<file path="src/rtl/button_event_arbiter.sv">
// Debounces NBTN raw buttons, generates press and auto-repeat events per button,
// and offers them one at a time through a round-robin valid/ready arbiter.
module button_event_arbiter #(
    parameter int NBTN       = 5,
    parameter int DEB_MAX    = 1000000,
    parameter int REP_DELAY  = 25000000,
    parameter int REP_PERIOD = 5000000
) (
    input  logic            clk,
    input  logic            rst_n,
    input  logic [NBTN-1:0] btn_in,
    input  logic            evt_ready,
    input  logic            clr_overrun,
    output logic            evt_valid,
    output logic [2:0]      evt_id,
    output logic            evt_repeat,
    output logic [NBTN-1:0] held,
    output logic [NBTN-1:0] overrun
);

    localparam logic [24:0] DEB_TOP  = 25'(DEB_MAX - 1);
    localparam logic [24:0] REPD_TOP = 25'(REP_DELAY - 1);
    localparam logic [24:0] REPP_TOP = 25'(REP_PERIOD - 1);

    typedef enum logic {IDLE, OFFER} state_t;

    state_t          state;
    logic [2:0]      last_grant;
    logic [NBTN-1:0] sync_p0, sync_p1;
    logic [24:0]     deb_cnt [NBTN];
    logic [24:0]     rep_cnt [NBTN];
    logic [NBTN-1:0] rep_first;
    logic [NBTN-1:0] pending, rep_flag;

    logic [NBTN-1:0] press, release_evt, rep_fire, set_evt, accept;
    logic [NBTN-1:0] pending_nxt, rep_nxt, ovr_set;
    logic [2:0]      pick_idle, pick_next;

    function automatic logic bit_at(input logic [NBTN-1:0] v, input logic [2:0] idx);
        logic [NBTN-1:0] s;
        s = v >> idx;
        return s[0];
    endfunction

    // First set bit of mask found scanning upward from last+1, wrapping at NBTN.
    function automatic logic [2:0] rr_pick(input logic [NBTN-1:0] mask, input logic [2:0] last);
        logic [2:0] pick;
        logic       found;
        int         idx;
        pick  = '0;
        found = 1'b0;
        for (int k = 1; k <= NBTN; k++) begin
            idx = (int'(last) + k) % NBTN;
            if (!found && bit_at(mask, 3'(idx))) begin
                pick  = 3'(idx);
                found = 1'b1;
            end
        end
        return pick;
    endfunction

    always_comb begin
        press       = '0;
        release_evt = '0;
        rep_fire    = '0;
        set_evt     = '0;
        accept      = '0;
        pending_nxt = '0;
        rep_nxt     = '0;
        ovr_set     = '0;
        for (int i = 0; i < NBTN; i++) begin
            press[i]       = (sync_p1[i] != held[i]) && (deb_cnt[i] == DEB_TOP) && !held[i];
            release_evt[i] = (sync_p1[i] != held[i]) && (deb_cnt[i] == DEB_TOP) && held[i];
            // A release on the same cycle as a repeat deadline suppresses the repeat.
            rep_fire[i]    = held[i] && !release_evt[i] &&
                             (rep_cnt[i] == (rep_first[i] ? REPD_TOP : REPP_TOP));
            set_evt[i]     = press[i] | rep_fire[i];
            accept[i]      = (state == OFFER) && evt_ready && (evt_id == 3'(i));
            pending_nxt[i] = set_evt[i] | (pending[i] & ~accept[i]);
            rep_nxt[i]     = set_evt[i] ? rep_fire[i] : rep_flag[i];
            ovr_set[i]     = set_evt[i] & pending[i] & ~accept[i];
        end
        pick_idle = rr_pick(pending, last_grant);
        pick_next = rr_pick(pending_nxt, evt_id);
    end

    // Synchronizer, debounce, repeat timers and pending/overrun bookkeeping
    always_ff @(posedge clk or negedge rst_n) begin
        if (!rst_n) begin
            sync_p0   <= '0;
            sync_p1   <= '0;
            held      <= '0;
            rep_first <= '0;
            pending   <= '0;
            rep_flag  <= '0;
            overrun   <= '0;
            for (int i = 0; i < NBTN; i++) begin
                deb_cnt[i] <= '0;
                rep_cnt[i] <= '0;
            end
        end else begin
            sync_p0 <= btn_in;
            sync_p1 <= sync_p0;
            for (int i = 0; i < NBTN; i++) begin
                if (sync_p1[i] == held[i]) begin
                    deb_cnt[i] <= '0;
                end else if (deb_cnt[i] == DEB_TOP) begin
                    deb_cnt[i] <= '0;
                    held[i]    <= ~held[i];
                end else begin
                    deb_cnt[i] <= deb_cnt[i] + 25'd1;
                end

                if (press[i]) begin
                    rep_cnt[i]   <= '0;
                    rep_first[i] <= 1'b1;
                end else if (release_evt[i] || !held[i]) begin
                    rep_cnt[i] <= '0;
                end else if (rep_fire[i]) begin
                    rep_cnt[i]   <= '0;
                    rep_first[i] <= 1'b0;
                end else begin
                    rep_cnt[i] <= rep_cnt[i] + 25'd1;
                end
            end
            pending  <= pending_nxt;
            rep_flag <= rep_nxt;
            overrun  <= ovr_set | (clr_overrun ? '0 : overrun);
        end
    end

    // Arbiter: offer stays registered and stable until accepted
    always_ff @(posedge clk or negedge rst_n) begin
        if (!rst_n) begin
            state      <= IDLE;
            last_grant <= 3'(NBTN - 1);
            evt_valid  <= 1'b0;
            evt_id     <= '0;
            evt_repeat <= 1'b0;
        end else begin
            case (state)
                IDLE: begin
                    if (|pending) begin
                        state      <= OFFER;
                        evt_valid  <= 1'b1;
                        evt_id     <= pick_idle;
                        evt_repeat <= bit_at(rep_flag, pick_idle);
                    end
                end
                OFFER: begin
                    if (evt_ready) begin
                        last_grant <= evt_id;
                        if (|pending_nxt) begin
                            evt_id     <= pick_next;
                            evt_repeat <= bit_at(rep_nxt, pick_next);
                        end else begin
                            state     <= IDLE;
                            evt_valid <= 1'b0;
                        end
                    end
                end
                default: begin
                    state     <= IDLE;
                    evt_valid <= 1'b0;
                end
            endcase
        end
    end

endmodule

</file>
<file path="config.mk">
export PLATFORM = sky130hd
export DESIGN_NAME = button_event_arbiter
export DESIGN_NICKNAME = d
export VERILOG_FILES = /design/src/rtl/button_event_arbiter.sv
export SDC_FILE = /design/constraint.sdc
export NUM_CORES = 1
export LEC_CHECK = 0
export BUFFER_PORTS_ARGS = -buffer_cell sky130_fd_sc_hd__buf_4
export CAP_MARGIN = 20
export CORE_MARGIN = 4
export CORE_UTILIZATION = 37
export CTS_CLUSTER_DIAMETER = 50
export DETAILED_ROUTE_END_ITERATION = 10
export GPL_TIMING_DRIVEN = 0
export SYNTH_ARGS = -nofsm -noshare
export SYNTH_HDL_FRONTEND = slang
export SYNTH_SLANG_ARGS = --single-unit
</file>
<file path="constraint.sdc">
create_clock -name clk -period 5.3 [get_ports clk]
set_clock_uncertainty 0.2 [all_clocks]
set_input_delay 0 -clock clk [delete_from_list [all_inputs] [get_ports clk]]
set_output_delay 0 -clock clk [all_outputs]
set_load 0.05 [all_outputs]
</file>
; ---- Yosys cells after proc, flatten, opt, wreduce, memory -nomap -nowiden
; Index checks and enable logic that the tools add are counted.
[totals]
regBits = 294
word_cells = 315
[classes]
addsub = 20
n_div = 10
n_eq_ne = 33
shift = 12
n_mux = 85
bitwise_logic = 42
n_reduce_logical = 83
[op_table]
columns = op, n
row1 = $mux W25, 30
row2 = $mod A32 B4 Y32 const B, 10
row3 = $add A25 B1 Y25 const B, 10
row4 = $eq A25 B20 Y1 const B, 5
row5 = $eq A25 B25 Y1, 5
row6 = $shr A5 B3 Y1, 12
row7 = $logic_and A1 B1 Y1, 39
row8 = $mux W3, 13
row9 = $mux W1, 37
row10 = $reduce_and A2 Y1, 11
row11 = $logic_not A1 Y1, 18
row12 = $add A3 B2 Y4 const B, 4
row13 = $add A3 B3 Y4 const B, 4
row14 = $ne A2 B2 Y1 const B, 8
row15 = $not A1 Y1, 16
row16 = $and A1 B1 Y1, 15
row17 = $or A1 B1 Y1, 10
row18 = $reduce_bool A2 Y1, 5
row19 = $reduce_or A5 Y1, 2
row20 = $add A3 B1 Y4 const B, 2
row21 = $eq A3 B2 Y1 const B, 2
row22 = $pmux W1 S2, 3
row23 = $pmux W3 S2, 1
row24 = $reduce_and A3 Y1, 2
row25 = other kinds (9), 21

; ---- Logic depth before layout (Yosys ltp)
[logic_depth]
ltp_word = 26
mapped_depth = 21
mapped_depth_nobuf = 20

; ---- Least setup slack after synthesis
; No wires, ideal clock.
[synth_timing]
kind = register -> register
start = register evt_id[1]
end = register evt_repeat
arrival_time_ns = 5.333
required_ns = 5.020
setup_slack_ns = -0.313
path_stages_with_launch = 20
path_buffers = 1
period_less_slack_ns = 5.613
cell_sequence = dfrtp_1 inv_1 ha_1 clkbuf_1 clkinv_1 ha_1 inv_1 ha_1 nand2b_1 o21ai_0 a21boi_0 mux2i_1 or4b_2 o31ai_1 o211ai_1 nor3_2 mux2i_4 mux2i_1 o311a_1 o211ai_2
[synth_via]
elab_chain_len = 23
elab_cells_between_ends = 64
classes_between = 5 x add/sub / 5 x div / 5 x eq/ne / 6 x shift / 12 x mux / 15 x bitwise / 16 x reduce/logical
[synth_rtl]
columns = item, line_no
row1 = from (decl), 15  ; output logic [2:0] evt_id,
row2 = from (signal assigned), 146  ; evt_id <= pick_idle;
row3 = from (signal assigned), 154  ; evt_id <= pick_next;
row4 = branches (longest 23 deep; another with $mod A32 B4 Y32), n/a
row5 = to (signal assigned), 147  ; evt_repeat <= bit_at(rep_flag, pick_idle);
row6 = to (signal assigned), 155  ; evt_repeat <= bit_at(rep_nxt, pick_next);
row7 = to (decl), 16  ; output logic evt_repeat,
; Parallel ways; which one is timed is not known. The select of a mux whose other input is x is not followed.
; A chain may end at the register's enable or synchronous reset.

; ---- Worst setup path after layout
[layout_timing]
start = register last_grant[1]
end = register evt_repeat
[layout_via]
elab_chain_len = 19
elab_cells_between_ends = 35
classes_between = 5 x add/sub / 5 x div / 6 x shift / 11 x mux / 8 x reduce/logical
[layout_rtl]
columns = item, line_no
row1 = from (decl), 28  ; logic [2:0] last_grant;
row2 = from (signal assigned), 136  ; last_grant <= 3'(NBTN - 1);
row3 = from (signal assigned), 152  ; last_grant <= evt_id;
row4 = $add A3 B1 Y4, 53  ; idx = (int'(last) + k) % NBTN;
row5 = $mod A32 B4 Y32, 53
row6 = $shr A5 B3 Y1, 41  ; s = v >> idx;
row7 = $mux W1, 54  ; if (!found && bit_at(mask, 3'(idx))) begin
row8 = $logic_not A1 Y1, 54
row9 = $logic_and A1 B1 Y1, 54
row10 = $mux W1, 54
row11 = $logic_not A1 Y1, 54
row12 = [... 3 more ...], n/a
row13 = $logic_and A1 B1 Y1, 54
row14 = $mux W1, 54
row15 = $logic_not A1 Y1, 54
row16 = $logic_and A1 B1 Y1, 54
row17 = $mux W3 *, 54
row18 = $shr A5 B3 Y1 *, 41
row19 = $mux W1 *, 143  ; if (|pending) begin
row20 = $pmux W1 S2 *, 141  ; case (state)
; Every way passes the cells marked *; elsewhere a longest branch is shown, timed or not. The select of a mux whose other input is x is not followed.

==> qor.txt <==
Slew Viols, Final -> 0
Number of synthesized flops with an enable pin -> 0
Share of async-settable or async-resettable flops after synthesis -> 1.00
R2r endpoint -> evt_repeat
Die H -> 224 um
Cells after Synth -> 1,914
Syn nets -> 1,996
Inserted Clock Buffers -> 38
Layout cell share with drive strength beyond 1 -> 0.103
HPWL Detailed -> 27,500 um
Slew @ Worst Pin -> 0.745 ns
Core box area -> 0.0458 mm^2
Leak Pwr -> 8.62 nW
H-tree Lvls -> 2
RePlAce Congestion -> 0.892
Met1 Use GR -> 0.215
Met3 Use GR -> 0.0244
Final period util -> 0.969
Post-synth top area share -> 0.425
Synth area leaders -> dfrtp_1 42%, xor2_1 7.4%, nor2_1 6.5%
Die area -> 0.0502 mm^2
Crit path required time -> 5.52 ns
Total GRT Usage -> 0.156
Die width -> 224 um
Row cnt -> 78
Comb pwr share -> 0.477
Crit end category -> flip-flop
Vias in the first global route -> 13,700
Largest net degree at the start of global routing -> 116
FF-to-FF path depth -> 18
Worst-path clk slew -> 0.06 ns
Post-synthesis register bit count -> 294
Area leader, netlist -> dfrtp_1
First-pass GRT wire length -> 67,200 um
CP startpoint kind -> flip-flop
Residual DRC -> 0
Simple-Gate Fraction of Synth Area -> 0.256
Syn Area/Cell -> 9.02 um^2
Area Growth Syn to Fin -> 17.6%
GRT overflow -> 0
CTS tree -> built
Initial detailed-routing violation count -> 930
Pre-antenna DRT Iters -> 7
CP Max Fanout -> 10
Worst Setup Slack post-DPL -> -1.05 ns
Post-Syn Area -> 0.0173 mm^2
Sw Pwr -> 0.00381 W
Max-cap violations -> 0
Mux contribution to synthesized area -> 0.0254
Arrival @ worst endpoint -> 5.36 ns
Max IR drop VDD -> 0.278 mV
Post-route minimum period -> 5.13 ns
Placed Instances -> 2,541
Initial antenna violation count -> 0
GR Layer Usage met2 -> 0.251
Final worst setup slack -> 0.166 ns
Vias -> 14,100
# IOs -> 24
Hold Vio Cnt, Final -> 0
Worst Hold Launch -> evt_ready
Wire per inst -> 14.9 um
Worst Hold Path EP -> evt_valid
Main combinational cell family by area after synthesis -> simple AND/OR/NAND/NOR gates
Hold Crit Class -> in2reg
Starting Density -> 0.377
Rel. slew slack -> 0.497
IO Port Bufs -> 23
Max clock buf depth -> 3
Post-synthesis xor/xnor area fraction -> 0.115
Yosys warnings -> 0
Cell-internal power -> 0.00598 W
Clock share of power -> 0.278
Utilization after layout -> 0.444
RR Startpoint -> last_grant[1]
Worst hold stages -> 5
ANT cells -> 0
GR peak layer -> met2
Sequential-to-total area share from yosys stat -> 0.426
Reg power frac -> 0.245
R2r setup slk -> 0.17 ns
Netlist cell types -> 89
Detail Route Antenna Nets -> 0
# clock sinks -> 294
Final setup fails -> 0
WL final -> 39,400 um
Power density cells -> 482 mW/mm^2
Complex-gate fraction of the synthesized area -> 0.0935
Worst Path Class, Setup -> reg2reg
Post-Synth Adder-Cell Area -> 0.0533
Clk root buf -> clkbuf_16
Switching portion of total power -> 0.389
Vias per cell -> 5.34
Final Net Count -> 2,102
Main flop type after synthesis -> dfrtp_1
Final Non-Filler Cells -> 2,648
Worst skew pair latency -> 0.56 ns
Status -> completed
FMAX -> 0.195 GHz
-- state kept, by name (all words and copies together) (netlist names) --
name	cells
deb_cnt	125
rep_cnt	125
held	5
overrun	5
pending	5
rep_first	5
rep_flag	5
sync_p0	5
sync_p1	5
evt_id	3
last_grant	3
evt_repeat	1
evt_valid	1
state	1
-- final cells by class --
| cell class | count | area [um^2] |
|---|---|---|
| Timing Repair Buffer | 68 | 626 |
| Tap cell | 600 | 751 |
| Multi-Input combinational cell | 1482 | 9660 |
| Buffer | 51 | 233 |
| Inverter | 85 | 335 |
| Sequential cell | 294 | 7370 |
| Clock buffer | 44 | 1020 |
| Fill cell | 4334 | 25500 |
| Clock inverter | 24 | 325 |
-- metrics by stage --
stage | hold WS, ns | instance area (um^2) | total power (W) | setup TNS (ns)
6_report | 0.142 | 20300 | 0.00979 | 0
4_1_cts | 0.114 | 20000 | 0.00948 | 0
3_3_place_gp | -0.0898 | 18200 | 0.00629 | -2.81
2_1_floorplan | -0.496 | 17300 | 0.00545 | 0
3_5_place_dp | -0.329 | 18300 | 0.00638 | -3.16
5_1_grt | 0.137 | 20300 | 0.0104 | -0.0449
-- cell usage after synthesis, types with 18 or more instances --
cell      number
a21oi_1       49
and3_1        71
clkbuf_1      47
dfrtp_1      293
ha_1          72
inv_1         81
mux2i_1       18
nand2_1      176
nand2b_1      20
nand3_1      118
nand4_1       37
nor2_1       301
nor3_1        40
nor4_1        32
o21ai_0       67
or3_1         33
xnor2_1       79
xor2_1       146
-- kinds of logic after synthesis --
kind of cell	after synthesis
mux	35
fa+ha+maj	73
xor+xnor	226
simple gates	909
compound gates	239
flops	294
buf+inv	138
-- critical path: stages, from the launching register on --
cell and delay (ns):
dfrtp_2 0.50, clkinvlp_4 0.18, buf_4 0.19, ha_4 0.28, clkbuf_8 0.17, clkinvlp_4 0.11
ha_1 0.20, inv_1 0.05, ha_1 0.23, o311a_4 0.41, a221o_1 0.39, a311oi_2 0.33
o22ai_2 0.16, or3_4 0.40, or3_4 0.41, a2bb2oi_4 0.20, mux2_2 0.28, o211ai_1 0.19
o211ai_2 0.11
-- layout by cell type, fill, tap and decap left out, types with 20 or more instances in the layout --
| cell | count |
|---|---|
| a21oi_1 | 47 |
| xnor2_1 | 78 |
| nor4_1 | 32 |
| or3_1 | 31 |
| inv_1 | 78 |
| nand2_1 | 176 |
| nand4_1 | 37 |
| o21ai_0 | 63 |
| clkbuf_1 | 42 |
| and3_1 | 70 |
| clkbuf_16 | 38 |
| buf_4 | 47 |
| nand3_1 | 118 |
| dfrtp_1 | 288 |
| nor3_1 | 39 |
| nor2_1 | 300 |
| nand2b_1 | 20 |
| xor2_1 | 145 |
| ha_1 | 63 |
-- timing repair --
action,4_1_cts,5_1_grt
endpoints found under the hold margin,158,0
setup endpoints to repair,4,4
buffers inserted,7,18
gates resized for setup,39,35
pin swaps,5,10
hold buffers,16,0
-- power groups by stage --
| stage | Clock [W] | Sequential [W] | Combinational, W |
|---|---|---|---|
| after floorplan | 0 | 0.00247 | 0.00298 |
| after global placement | 0 | 0.00245 | 0.00384 |
| after detailed placement | 0 | 0.00245 | 0.00393 |
| after CTS | 0.00282 | 0.00242 | 0.00425 |
| after global routing | 0.00292 | 0.00241 | 0.00507 |
| final | 0.00273 | 0.00240 | 0.00466 |
-- worst max-delay path by stage --
| stage | from | end | depth (start not counted) |
|---|---|---|---|
| 6_report | last_grant[1] | evt_repeat | 18 |
| 5_1_grt | evt_id[1] | evt_repeat | 19 |
| 3_3_place_gp | last_grant[0] | evt_repeat | 19 |
| 3_5_place_dp | last_grant[0] | evt_repeat | 19 |
| 4_1_cts | last_grant[0] | evt_repeat | 18 |
| 2_1_floorplan | evt_id[0] | evt_repeat | 20 |
-- per-layer routing --
metal,share of wire,routed length [um]
met2,0.46,18200
met5,0,0
met3,0.040,1590
met1,0.47,18500
met4,0.028,1090
No activity file was read; power rests on OpenSTA's default activity.
